$ cat src/rtl/sdes_pkg.sv
// sdes_pkg: shared S-DES definitions for the scheduled engine.
//   - sdes_state_e     : controller states (IDLE, R1, R2, OUT)
//   - SDES_ENC/SDES_DEC: per-channel mode encodings
//   - S0_TAB/S1_TAB    : 4->2 S-box lookup tables
//   - p10, p8, ip, ip_inv, ep, p4 : S-DES permutations
// Bit convention: S-DES bit 1 is the MSB of each vector.
package sdes_pkg;

  typedef enum logic [1:0] {IDLE, R1, R2, OUT} sdes_state_e;

  localparam logic SDES_ENC = 1'b0;
  localparam logic SDES_DEC = 1'b1;

  // Indexed by {row, col} = {b1, b4, b2, b3} of the 4-bit S-box input.
  // NOTE: these are constant lookup tables, not storage, so there is nothing to reset.
  localparam logic [1:0] S0_TAB [16] = '{
    2'd1, 2'd0, 2'd3, 2'd2,
    2'd3, 2'd2, 2'd1, 2'd0,
    2'd0, 2'd2, 2'd1, 2'd3,
    2'd3, 2'd1, 2'd3, 2'd2
  };
  localparam logic [1:0] S1_TAB [16] = '{
    2'd0, 2'd1, 2'd2, 2'd3,
    2'd2, 2'd0, 2'd1, 2'd3,
    2'd3, 2'd0, 2'd1, 2'd0,
    2'd2, 2'd1, 2'd0, 2'd3
  };

  function automatic logic [1:0] sbox0(input logic [3:0] x);
    return S0_TAB[{x[3], x[0], x[2], x[1]}];
  endfunction

  function automatic logic [1:0] sbox1(input logic [3:0] x);
    return S1_TAB[{x[3], x[0], x[2], x[1]}];
  endfunction

  // P10 = 3 5 2 7 4 10 1 9 8 6
  function automatic logic [9:0] p10(input logic [9:0] x);
    return {x[7], x[5], x[8], x[3], x[6], x[0], x[9], x[1], x[2], x[4]};
  endfunction

  // P8 = 6 3 7 4 8 5 10 9
  function automatic logic [7:0] p8(input logic [9:0] x);
    return {x[4], x[7], x[3], x[6], x[2], x[5], x[0], x[1]};
  endfunction

  // IP = 2 6 3 1 4 8 5 7
  function automatic logic [7:0] ip(input logic [7:0] x);
    return {x[6], x[2], x[5], x[7], x[4], x[0], x[3], x[1]};
  endfunction

  // IP^-1 = 4 1 3 5 7 2 8 6
  function automatic logic [7:0] ip_inv(input logic [7:0] x);
    return {x[4], x[7], x[5], x[3], x[1], x[6], x[0], x[2]};
  endfunction

  // EP = 4 1 2 3 2 3 4 1
  function automatic logic [7:0] ep(input logic [3:0] x);
    return {x[0], x[3], x[2], x[1], x[2], x[1], x[0], x[3]};
  endfunction

  // P4 = 2 4 3 1
  function automatic logic [3:0] p4(input logic [3:0] x);
    return {x[2], x[0], x[1], x[3]};
  endfunction

endpackage

$ cat src/rtl/sdes_engine_sched_fk.sv
// sdes_fk: one combinational S-DES fk round (no swap).
//   st_i  [7:0] : round state {L, R}
//   key_i [7:0] : round key
//   st_o  [7:0] : {L ^ F(R, key), R}
module sdes_fk
  import sdes_pkg::*;
(
  input  logic [7:0] st_i,
  input  logic [7:0] key_i,
  output logic [7:0] st_o
);

  logic [7:0] mix;
  logic [3:0] f;

  always_comb begin
    mix  = ep(st_i[3:0]) ^ key_i;
    f    = p4({sbox0(mix[7:4]), sbox1(mix[3:0])});
    st_o = {st_i[7:4] ^ f, st_i[3:0]};
  end

endmodule

$ cat src/rtl/sdes_engine_sched.sv
// sdes_engine_sched: iterative S-DES engine shared by two requester channels.
// One fk unit is time-multiplexed over R1 (key A) and R2 (key B).
// Ports:
//   clk, rstn            : clock, async active-low reset
//   key_wr, key[9:0]     : load master key and derive k1/k2
//   req_valid/req_ready  : per-channel request handshake (ready one-hot, IDLE only)
//   req_mode[1:0]        : per channel 0 = encrypt, 1 = decrypt
//   req_data[15:0]       : {ch1, ch0} input blocks
//   out_valid/out_ready  : result handshake; out_data/out_id held while waiting
//   busy                 : high whenever the controller is not IDLE
// Build option: define SDES_RR_EN for round-robin arbitration on contention;
// otherwise ch0 has fixed priority and no grant pointer exists.
module sdes_engine_sched
  import sdes_pkg::*;
(
  input  logic        clk,
  input  logic        rstn,
  input  logic        key_wr,
  input  logic [9:0]  key,
  input  logic [1:0]  req_valid,
  output logic [1:0]  req_ready,
  input  logic [1:0]  req_mode,
  input  logic [15:0] req_data,
  output logic        out_valid,
  input  logic        out_ready,
  output logic [7:0]  out_data,
  output logic        out_id,
  output logic        busy
);

  sdes_state_e state_q;
  logic [7:0]  st_q, ka_q, kb_q, k1_q, k2_q, out_data_q;
  logic        id_q, out_id_q, out_valid_q;

  logic [9:0]  p10_key, ls1_key, ls3_key;
  logic [7:0]  k1_d, k2_d;
  logic [1:0]  grant;
  logic        accept, gnt_ch;
  logic [7:0]  fk_key, fk_out;

  // Key schedule: LS-1 then a further LS-2 on each 5-bit half.
  always_comb begin
    p10_key = p10(key);
    ls1_key = {p10_key[8:5], p10_key[9], p10_key[3:0], p10_key[4]};
    ls3_key = {ls1_key[7:5], ls1_key[9:8], ls1_key[2:0], ls1_key[4:3]};
    k1_d    = p8(ls1_key);
    k2_d    = p8(ls3_key);
  end

`ifdef SDES_RR_EN
  // Pointer holds the last granted channel; resetting to ch1 lets ch0 win the first tie.
  logic last_q;

  // NOTE: every always_comb output gets a default first so no path can infer a latch.
  always_comb begin
    grant = 2'b00;
    if (req_valid == 2'b11) grant = last_q ? 2'b01 : 2'b10;
    else                    grant = req_valid;
  end

  always_ff @(posedge clk or negedge rstn) begin
    if (!rstn)       last_q <= 1'b1;
    else if (accept) last_q <= gnt_ch;
  end
`else
  assign grant = req_valid[0] ? 2'b01 : {req_valid[1], 1'b0};
`endif

  assign req_ready = (state_q == IDLE) ? grant : 2'b00;
  assign accept    = |req_ready;
  assign gnt_ch    = req_ready[1];

  assign fk_key = (state_q == R2) ? kb_q : ka_q;

  sdes_fk u_fk (
    .st_i  (st_q),
    .key_i (fk_key),
    .st_o  (fk_out)
  );

  // NOTE: sequential state uses non-blocking assignments so every register samples pre-edge values.
  always_ff @(posedge clk or negedge rstn) begin
    if (!rstn) begin
      state_q     <= IDLE;
      st_q        <= '0;
      ka_q        <= '0;
      kb_q        <= '0;
      k1_q        <= '0;
      k2_q        <= '0;
      id_q        <= 1'b0;
      out_id_q    <= 1'b0;
      out_data_q  <= '0;
      out_valid_q <= 1'b0;
    end else begin
      // A key write updates k1/k2 only; an accepted or in-flight job keeps its latched kA/kB.
      if (key_wr) begin
        k1_q <= k1_d;
        k2_q <= k2_d;
      end
      case (state_q)
        IDLE: begin
          if (accept) begin
            st_q <= ip(gnt_ch ? req_data[15:8] : req_data[7:0]);
            id_q <= gnt_ch;
            if (req_mode[gnt_ch] == SDES_DEC) begin
              ka_q <= k2_q;
              kb_q <= k1_q;
            end else begin
              ka_q <= k1_q;
              kb_q <= k2_q;
            end
            state_q <= R1;
          end
        end
        R1: begin
          st_q    <= {fk_out[3:0], fk_out[7:4]};
          state_q <= R2;
        end
        R2: begin
          out_data_q  <= ip_inv(fk_out);
          out_id_q    <= id_q;
          out_valid_q <= 1'b1;
          state_q     <= OUT;
        end
        OUT: begin
          if (out_ready) begin
            out_valid_q <= 1'b0;
            state_q     <= IDLE;
          end
        end
        default: state_q <= IDLE;
      endcase
    end
  end

  assign out_valid = out_valid_q;
  assign out_data  = out_data_q;
  assign out_id    = out_id_q;
  assign busy      = (state_q != IDLE);

endmodule

$ cat config.mk
export PLATFORM = sky130hd
export DESIGN_NAME = sdes_engine_sched
export DESIGN_NICKNAME = d
export VERILOG_FILES = /design/src/rtl/sdes_pkg.sv /design/src/rtl/sdes_engine_sched_fk.sv /design/src/rtl/sdes_engine_sched.sv
export SDC_FILE = /design/constraint.sdc
export NUM_CORES = 1
export LEC_CHECK = 0
export CAP_MARGIN = 20
export CORE_MARGIN = 3
export CORE_UTILIZATION = 30
export DETAILED_ROUTE_END_ITERATION = 6
export GPL_TIMING_DRIVEN = 0
export HOLD_SLACK_MARGIN = 0.05
export PLACE_DENSITY_LB_ADDON = 0.08
export SLEW_MARGIN = 20
export SYNTH_ARGS = -nofsm -noshare
export SYNTH_HDL_FRONTEND = slang
export SYNTH_SLANG_ARGS = --single-unit
$ cat constraint.sdc
create_clock -name clk -period 2.12 [get_ports clk]
set_clock_uncertainty 0.05 [all_clocks]
set_input_delay 0.636 -clock clk [delete_from_list [all_inputs] [get_ports clk]]
set_output_delay 0.636 -clock clk [all_outputs]
set_load 0.03 [all_outputs]
# Word level (Yosys, flattened, before mapping)
# Memories as Yosys holds them, arrays and structs flattened.
# Cells that the tools add are included.
[totals]
input_bits = 34
mem_count = 2
rom_bits = 64
word_cells = 52
register_bits = 53
[op_classes]
eq_ne = 5
bitwise_logic = 4
mux = 19
n_reduce_logical = 9
n_lt_le_gt_ge = 3
[memory_table]
columns = ["memory", "depth", "width", "rd", "rd_clocked_by_memory_dff", "wr", "line", "text"]
rows = [
  ["(no name shown)", 16, 2, 1, 0, 0, "sdes_pkg.sv:34", "return S1_TAB[{x[3], x[0], x[2], x[1]}];"],
  ["(no name shown)", 16, 2, 1, 0, 0, "sdes_pkg.sv:30", "return S0_TAB[{x[3], x[0], x[2], x[1]}];"],
]
[op_table]
columns = ["cell", "count"]
rows = [
  ["2-to-1 mux 8 bit", 5],
  ["2-to-1 mux 2 bit", 8],
  ["case mux 8 bit (2 select lines)", 1],
  [">= comparator 5 bit (second input constant)", 2],
  ["NOT 4 -> 5 bit", 2],
  ["case mux 2 bit (4 select lines)", 1],
  ["AND reduction 2 bit", 4],
  ["bitwise XOR 8 bit", 1],
  ["nonzero test 2 bit", 3],
  ["equality test 2 bit (second input constant)", 2],
  ["!= test 2 bit (second input constant)", 2],
  ["bitwise XOR 4 bit", 1],
  ["2-to-1 mux 1 bit", 3],
  ["equality test 2 x 1 -> 1 bit (second input constant)", 1],
  ["zero test 2 bit", 1],
  ["less-than comparator 1 x 2 -> 1 bit (second input constant)", 1],
  ["case mux 1 bit (2 select lines)", 1],
  ["OR reduction 2 bit", 1],
]

# Logic depth before layout (Yosys ltp)
# Gate-level depths: netlist (run 1).
[depth]
word_depth = 9
depth_mapped = 12
mapped_depth_nobuf = 10

# Cells and area by module
# Synthesis (run 1) repeated with hierarchy kept, for this count alone.
[unflattened]
cells_unflattened = 229
hier_area_um2 = 2561.2
[by_module_without_submodules]
columns = ["mod", "cells_per_inst", "n_inst", "area_each_um2", "seq_area_each_um2"]
rows = [
  ["sdes_engine_sched", 196, 1, 2294.7, 1176.1],
  ["sdes_fk", 33, 1, 266.5, 0.0],
]

# Worst setup path after synthesis (run 1)
# No wires, ideal clock.
[synth_timing]
kind = "register -> register"
start = "register state_q[0]"
end = "register st_q[1]"
arrival_ps = 2122
slack_ps = -174
path_stages_with_launch = 12
n_path_buf = 2
cell_sequence = "dfrtp_1 > inv_1 > ha_1 > buf_6 > buf_12 > mux2i_2 > xnor2_2 > inv_1 > ha_1 > mux2i_1 > mux2i_1 > nand2_1"
[synth_between]
elab_chain_len = 9
word_cells_on_any_way = 18
cone_classes = "eq/ne (3); mux (7); bitwise (3); reduce/logical (4); memory (1)"
[synth_lines]
columns = ["item", "line", "text"]
rows = [
  ["start, declared", "sdes_engine_sched.sv:31", "sdes_state_e state_q;"],
  ["start signal, assigned", "sdes_engine_sched.sv:84", "state_q <= IDLE;"],
  ["start signal, assigned", "sdes_engine_sched.sv:112", "state_q <= R1;"],
  ["start signal, assigned", "sdes_engine_sched.sv:117", "state_q <= R2;"],
  ["equality test 2 bit", "sdes_engine_sched.sv:73", "assign fk_key = (state_q == R2) ? kb_q : ka_q;"],
  ["2-to-1 mux 8 bit", "sdes_engine_sched.sv:73", ""],
  ["bitwise XOR 8 bit", "sdes_engine_sched_fk.sv:17", "mix = ep(st_i[3:0]) ^ key_i;"],
  ["NOT 4 -> 5 bit (not written as such)", "sdes_pkg.sv:34", ""],
  ["memory read (16 x 2 bit)", "n/a", ""],
  ["2-to-1 mux 2 bit (not written as such) (2 in series)", "sdes_pkg.sv:34", ""],
  ["bitwise XOR 4 bit", "sdes_engine_sched_fk.sv:19", "st_o = {st_i[7:4] ^ f, st_i[3:0]};"],
  ["case mux 8 bit (2 select lines)", "sdes_engine_sched.sv:100", "case (state_q)"],
  ["end signal, assigned", "sdes_engine_sched.sv:103", "st_q <= ip(gnt_ch ? req_data[15:8] : req_data[7:0]);"],
  ["end signal, assigned", "sdes_engine_sched.sv:116", "st_q <= {fk_out[3:0], fk_out[7:4]};"],
  ["end, declared", "sdes_engine_sched.sv:32", "logic [7:0] st_q, ka_q, kb_q, k1_q, k2_q, out_data_q;"],
]
# Several ways; a longest one is shown, not always the timed one. The select of a mux whose other input is x is not followed.
# A chain may end at the register's enable or synchronous reset.

# Final worst setup path (run 1)
[layout_timing]
start = "register state_q[0]"
end = "output req_ready[1]"
[layout_between]
elab_chain_len = 2
[layout_lines]
columns = ["item", "line", "text"]
rows = [
  ["zero test 2 bit", "sdes_engine_sched.sv:69", "assign req_ready = (state_q == IDLE) ? grant : 2'b00;"],
  ["2-to-1 mux 2 bit", "sdes_engine_sched.sv:69", ""],
  ["end, declared", "sdes_engine_sched.sv:21", "output logic [1:0] req_ready,"],
]
# Every way passes these cells.

==> results.md, run 1 <==
- R2r endpoint: st_q[0]
- Final Util: 44.88%
- Largest net degree at the start of global routing: 48
- 1st-iter DRT viols: 82
- GR Overflow Total: 0
- Antenna Violating Nets Remaining: 0
- Top post-synthesis cells by area: dfrtp_1, mux2_2, a21oi_1
- Share of the synthesized area in the top cell type: 45.70%
- Final setup vio count: 8
- Main flop type after synthesis: dfrtp_1
- Logic pwr share: 63.7%
- Setup Slack @ Placement: -1.131 ns
- Worst path slowest cell: dfrtp_1
- DRC viols: 0
- Clk pin slew, worst setup/hold paths: 0.09 ns
- Crit Path Max Fanout: 6
- Setup TNS: -0.3463 ns
- DR pass1 iterations: 4
- Die area: 9727 sq um
- Worst R2R Start: state_q[0]
- Vias: 2,074
- Crit. path cell count: 6
- Final worst-path cycle share: 103.5%
- Yosys reg bits: 47
- Synthesized area per cell: 10.01 sq um
- CTS Buf Count: 5
- IO Pins: 47
- Total power per unit cell area: 1812 nW/um^2
- Switching Share: 41.44%
- H-tree lvl count: 2
- Syn Inst Count: 257
- Mapped Area: 2574 sq um
- Failing checks: setup timing
- CTS root buffer: clkbuf_8
- Min cycle time layout: 2.194 ns
- Most frequent cell on the critical path: inv_2
- Flop2flop setup slack: -0.07 ns
- Std cell rows: 33
- Lkg Pwr: 1.555 nW
- Worst rel slew slack: 58.55%
- First-pass GRT wire length: 10.40 mm
- Sequential share of the synthesized area: 45.70%
- Worst vdd ir: 700.0 uV
- CTS tree: done
- Max-cap violations: 0
- Final RePlAce weighted congestion: 0.7363
- Ant. Diodes: 0
- Pwr Total: 6.717 mW
- Drt wl/cell: 14.49 um
- Design area: 3706 sq um
- Die Ht: 98.63 um
- RSZ-0062 raised after global routing: yes
- WL final: 6.318 mm
- Clock network fraction of design power: 12.1%
- Final worst setup slack: -0.07449 ns
- Post-placement cell count: 407
- WHS: 0.2649 ns
- Total of warnings raised by yosys: 0
- Synthesized Nets: 297
- Dpl cell area: 3178 sq um
- Clock sinks: 47
- CP endpoint kind: primary output
- Vias in the first global route: 2,055
- Crit path DAT: 1.51 ns
- I/O Buffers: 45
- Width of the die: 98.63 um
- Fraction of registers with async set/reset: 100.0%
- FMAX: 0.4557 GHz
- Initial core utilization: 31.17%
- Nets@finish: 370
- Leading area contributor after synthesis: dfrtp_1
- Hold Violations, Final: 0
- Top delay family on crit path: buffers and inverters
- Worst Path Required: 1.43 ns
- Worst hold-check path type: input port to async pin
- Total core area: 8258 sq um
- Worst R2R Path Depth: 10
- Slew Limit Fails: 0
- DR vias/cell: 4.757
- Finished Layout Cells: 436
- Internal power: 3.934 mW
- CP max stage delay: 0.40 ns
- GRT Overall Usage: 13.49%
- Least-Margin Pin Slew: 0.6217 ns
- Clock tree buffer depth: 2
- Area grow syn2layout: 44.00%
- Share of cells above drive strength 1: 28.40%
- Distinct cells, synth: 39
- Setup CP Type: flip-flop to primary output
- Initial antenna violation count: 0
- Skew-Pair Late Insertion Delay: 0.31 ns
- Buf/Inv on CP: 4
- Switching pwr: 2.783 mW
- Run status: finished, violations left
- EDFF count, synth: 0
- Hold-fix buffers at CTS: 0
- Worst-path cell chain: inv_2 -> buf_4 -> ha_4 -> nand3b_1 -> inv_2 -> buf_6
- Placed wire-length estimate: 4.330 mm
- Flop pwr share: 24.2%
- Crit start category: flip-flop
[cells in the final DEF, fill, tap and decap left out, drive strengths merged, types with 3 or more instances in the layout]
| cell | synthesis | routed |
|---|---|---|
| ha | 6 | 6 |
| xnor2 | 9 | 9 |
| buf | 4 | 29 |
| nand3 | 4 | 4 |
| xor2 | 4 | 4 |
| mux2i | 18 | 18 |
| nand2 | 33 | 33 |
| nor2b | 7 | 7 |
| nor2 | 12 | 12 |
| clkdlybuf4s50 | 0 | 39 |
| inv | 8 | 8 |
| dfrtp | 47 | 47 |
| o21ai | 26 | 26 |
| clkbuf | 9 | 14 |
| o21bai | 3 | 3 |
| a21oi | 31 | 31 |
| mux2 | 18 | 18 |
| nor3 | 3 | 3 |
[per-layer routing]
layer	GRT usage, %	vias up	share of wire (%)
li1	-	1035	-
met3	3.468	4	3.4
met4	3.151	0	0.98
met5	0	-	0
met1	18.56	1007	47
met2	21.42	28	48
[sequential cells by signal, summed over array words and instances, names as in the netlist, 2 cells and up]
register / flops
k1_q: 7
kb_q: 8
out_data: 8
ka_q: 8
state_q: 2
k2_q: 3
st_q: 8
[power by group through the flow]
| stage | combinational, mW | clock, mW | sequential (mW) |
|---|---|---|---|
| 2_1_floorplan | 2.24 | 0 | 1.72 |
| 3_3_place_gp | 3.21 | 0 | 1.59 |
| 3_5_place_dp | 3.22 | 0 | 1.59 |
| 4_1_cts | 3.73 | 0.829 | 1.60 |
| 5_1_grt | 4.70 | 0.868 | 1.68 |
| 6_report | 4.28 | 0.810 | 1.63 |
[cell usage after synthesis (2+ instances only)]
library cell  instances
mux2i_2               4
o21ai_0              25
xnor2_1               8
o21bai_1              3
nand3_1               4
nor2b_1               7
dfrtp_1              47
xor2_1                2
ha_1                  6
nor2_1               12
a21oi_1              30
mux2i_1              13
xor2_2                2
mux2_2               18
nand2_1              33
nand3b_1              2
nor3_1                3
or3b_1                2
inv_1                 8
clkbuf_1              9
[worst reg2reg max path: cells and delay by family (launching register included)]
family / cells / cell delay (ns)
adders and majority gates: 1 / 0.18
and+or+nand+nor: 3 / 0.71
DFF: 1 / 0.40
xor gates and xnor gates: 1 / 0.12
buffers and inverters: 3 / 0.33
AOI/OAI and AO/OA: 1 / 0.08
muxes: 1 / 0.27
[layout make-up]
class / count / area [sq um]
buffer: 11 / 71.32
clock buffer: 5 / 68.82
clock inverter: 3 / 67.56
fill: 829 / 4552
inverter: 8 / 30.03
multi-input combinational: 189 / 1525
sequential: 47 / 1176
tap: 105 / 131.4
timing repair buffer: 68 / 635.6
[cells by family after synthesis]
kind of cell / synth area share [%]
AOI/OAI and AO/OA: 13.76
buffers and inverters: 4.181
muxes: 15.95
adders and majority gates: 2.917
and+or+nand+nor: 12.20
DFF: 45.70
xor gates and xnor gates: 5.299
[worst max path at each step]
stage / from / to / slack (ns)
CTS: state_q[0] / st_q[1] / -0.12
floorplan: state_q[0] / st_q[1] / -0.09
global route: state_q[1] / kb_q[3] / -0.19
finish: state_q[0] / req_ready[1] / -0.07
global placement: rstn / k1_q[6] / -1.18
detailed placement: req_valid[0] / req_ready[1] / -1.13
[timing repair]
action,in CTS,in global routing
pin swaps,7,8
setup endpoints to repair,31,31
gates cloned,1,0
resized for setup,40,26
setup buffers,18,4
(Power assumes the default switching activity.)
==> run 2, diff against run 1 <==
Settings changed: SLEW_MARGIN 20 to 10.
==> run 2 against run 1 <==
  * The run still ends with setup timing left
  * Critical path depth grew 3
  * Final area is 2.1% higher
  * Sequential power about the same
  * Combinational power rose by 2%
  * Setup slack got worse by 0.010 ns
  * Sequential share of layout area fell by 0.62 points
  * Power shrank 2.6%
  * Die area stayed put
  * Non-clock buffer count rose by 2
  * Largest power group unchanged
==> results.md, run 2 (synthesis gave the netlist of run 1 again) <==
- Max-cap violations: 0 (unchanged)
- Flop2flop setup slack: -0.08 ns (about the same)
- Switching pwr: 2.835 mW (+1.8%)
- Pwr Total: 6.545 mW (-2.6%)
- Die area: 9727 sq um (unchanged)
- DRC viols: 0 (unchanged)
- Hold Violations, Final: 0 (unchanged)
- # fillers: 813 (-1.9%)
- DR vias/cell: 4.708 (-1.0%)
- Flop pwr share: 24.7% (+0.5 points)
- Worst setup path startpoint: state_q[0]
- FMAX: 0.4536 GHz (-0.46%)
- Crit Path Max Fanout: 5 (-1)
- Crit path DAT: 2.40 ns (+0.89 ns)
- CTS root buffer: clkbuf_8
- Vias: 2,062 (-0.58%)
- Final RePlAce weighted congestion: 0.7363 (unchanged)
- Antenna Violating Nets Remaining: 0 (unchanged)
- Drt wl/cell: 14.52 um (+0.21%)
- WHS: 0.2405 ns (-0.02439 ns)
- Min cycle time layout: 2.205 ns (+0.01010 ns)
- Largest net degree at the start of global routing: 29 (-40%)
- Nets@finish: 372 (+0.54%)
- Die Ht: 98.63 um (unchanged)
- GRT Overall Usage: 13.55% (+0.059 points)
- 1st-iter DRT viols: 54 (-34%)
- Final worst setup slack: -0.08459 ns (-0.01010 ns)
- DR pass1 iterations: 4 (unchanged)
- Area grow syn2layout: 47.01%
- Most common cell after layout, fill and taps aside: dfrtp_1
- Hold-fix buffers at CTS: 0 (unchanged)
- Switching Share: 43.32% (+1.9 points)
- GR Overflow Total: 0 (unchanged)
- Initial core utilization: 31.17% (unchanged)
- Std cell rows: 33 (unchanged)
- Final worst-path cycle share: 104.0% (+0.48 points)
- Setup CP Type: flip-flop to flip-flop
- Vias in the first global route: 2,040 (-0.73%)
- RSZ-0062 raised after global routing: yes
- Clock sinks: 47 (unchanged)
- Lkg Pwr: 1.570 nW (+0.94%)
- Worst Path Required: 2.32 ns (+0.89 ns)
- Internal power: 3.710 mW (-5.7%)
- Placed wire-length estimate: 4.469 mm (+3.2%)
- Initial antenna violation count: 0 (unchanged)
- Logic pwr share: 66.7% (+3.0 points)
- Total core area: 8258 sq um (unchanged)
- Share of cells above drive strength 1: 33.33% (+4.9 points)
- Final setup vio count: 8 (unchanged)
- Worst R2R Start: state_q[0]
- Skew-Pair Late Insertion Delay: 0.31 ns (about the same)
- Run status: finished, violations left
- H-tree lvl count: 2 (unchanged)
- Worst vdd ir: 706.1 uV (+0.87%)
- Total power per unit cell area: 1730 nW/um^2 (-4.6%)
- Clock tree buffer depth: 2 (unchanged)
- First-pass GRT wire length: 10.45 mm (+0.46%)
- Worst hold-check path type: input port to async pin
- Crit start category: flip-flop
- Clock network fraction of design power: 8.5% (-3.6 points)
- IO Pins: 47 (unchanged)
- Clk pin slew, worst setup/hold paths: 0.09 ns (about the same)
- Failing checks: setup timing
- Slew Limit Fails: 0 (unchanged)
- CTS Buf Count: 5 (unchanged)
- Commonest non-fill, non-tap cells in the layout: dfrtp_1, clkdlybuf4s50_1, nand2_1, a21oi_1, mux2_2
- Least-Margin Pin Slew: 0.5345 ns (-0.08723 ns)
- CP endpoint kind: flip-flop
- Ant. Diodes: 0 (unchanged)
- WL final: 6.360 mm (+0.66%)
- I/O Buffers: 45 (unchanged)
- Width of the die: 98.63 um (unchanged)
- CTS tree: done
- Worst rel slew slack: 64.37% (+5.8 points)
[run 2: changes by cell type in the layout (fill, tap and decap cells not counted), moves of 4 or more]
cell / delta
a21oi_1: -9
a21oi_2: +9
buf_4: -5
nor2b_1: -4
o21ai_0: -16
o21ai_1: +16
[run 2: final timing paths]
check | cells past startpoint | endpoint
max in group asynchronous | 2 | k1_q[3]
hold / removal | 1 | out_data[7]
min in group clk | 2 | ka_q[0]
setup reg to reg | 9 | st_q[0]
hold reg to reg | 2 | ka_q[0]
setup / recovery | 9 | st_q[0]
[run 2: power by group through the flow]
stage               registers, mW  logic, mW  clock network [mW]
finish                       1.62       4.37               0.557
CTS                          1.60       3.62               0.580
global placement             1.59       3.21                   0
detailed placement           1.59       3.24                   0
global route                 1.68       4.77               0.629
floorplan                    1.72       2.24                   0
[run 2: repair_timing]
item | 4_1_cts | 5_1_grt
cloned | 1 | 1
resized for setup | 43 | 69
setup buffers | 12 | 9
pin swaps | 8 | 7
setup endpoints to repair | 31 | 30
[run 2: layout make-up]
class,count,area (sq um),share of cell area [%]
clock inverter,3,20.02,0.5291
inverter,8,32.53,0.8598
buffer,12,86.33,2.282
clock buffer,5,68.82,1.819
timing repair buffer,69,691.9,18.29
sequential,47,1177,31.12
tap,105,131.4,3.472
multi-input combinational,189,1575,41.63
[run 2: metrics by stage]
stage / cells / TNS, ns / area [sq um] / utilization (%) / worst slack, ns
floorplan: 257 / -0.1508 / 2599 / - / -0.08792
global placement: 407 / -77.03 / 3181 / 38.52 / -1.185
detailed placement: 408 / -22.24 / 3196 / 38.70 / -1.127
CTS: 428 / -0.7089 / 3482 / 42.17 / -0.1456
global route: 438 / -2.660 / 3784 / 45.82 / -0.1886
finish: 438 / -0.4288 / 3784 / 45.82 / -0.08459
[run 2: per-layer routing]
| layer | wire length, um | track usage (%) |
|---|---|---|
| met1 | 3120 | 19.81 |
| met2 | 3042 | 20.28 |
| met3 | 158 | 3.326 |
| met4 | 39 | 3.151 |
| met5 | 0 | 0 |
[run 2: worst max-delay path: stages, from the launching register on]
cell and delay (ns):
dfrtp_1 0.40, inv_2 0.09, ha_4 0.17, buf_12 0.13
mux2i_4 0.27, xor2_4 0.21, nand3b_1 0.15, a21oi_2 0.08
or4_4 0.54, nand3_2 0.07
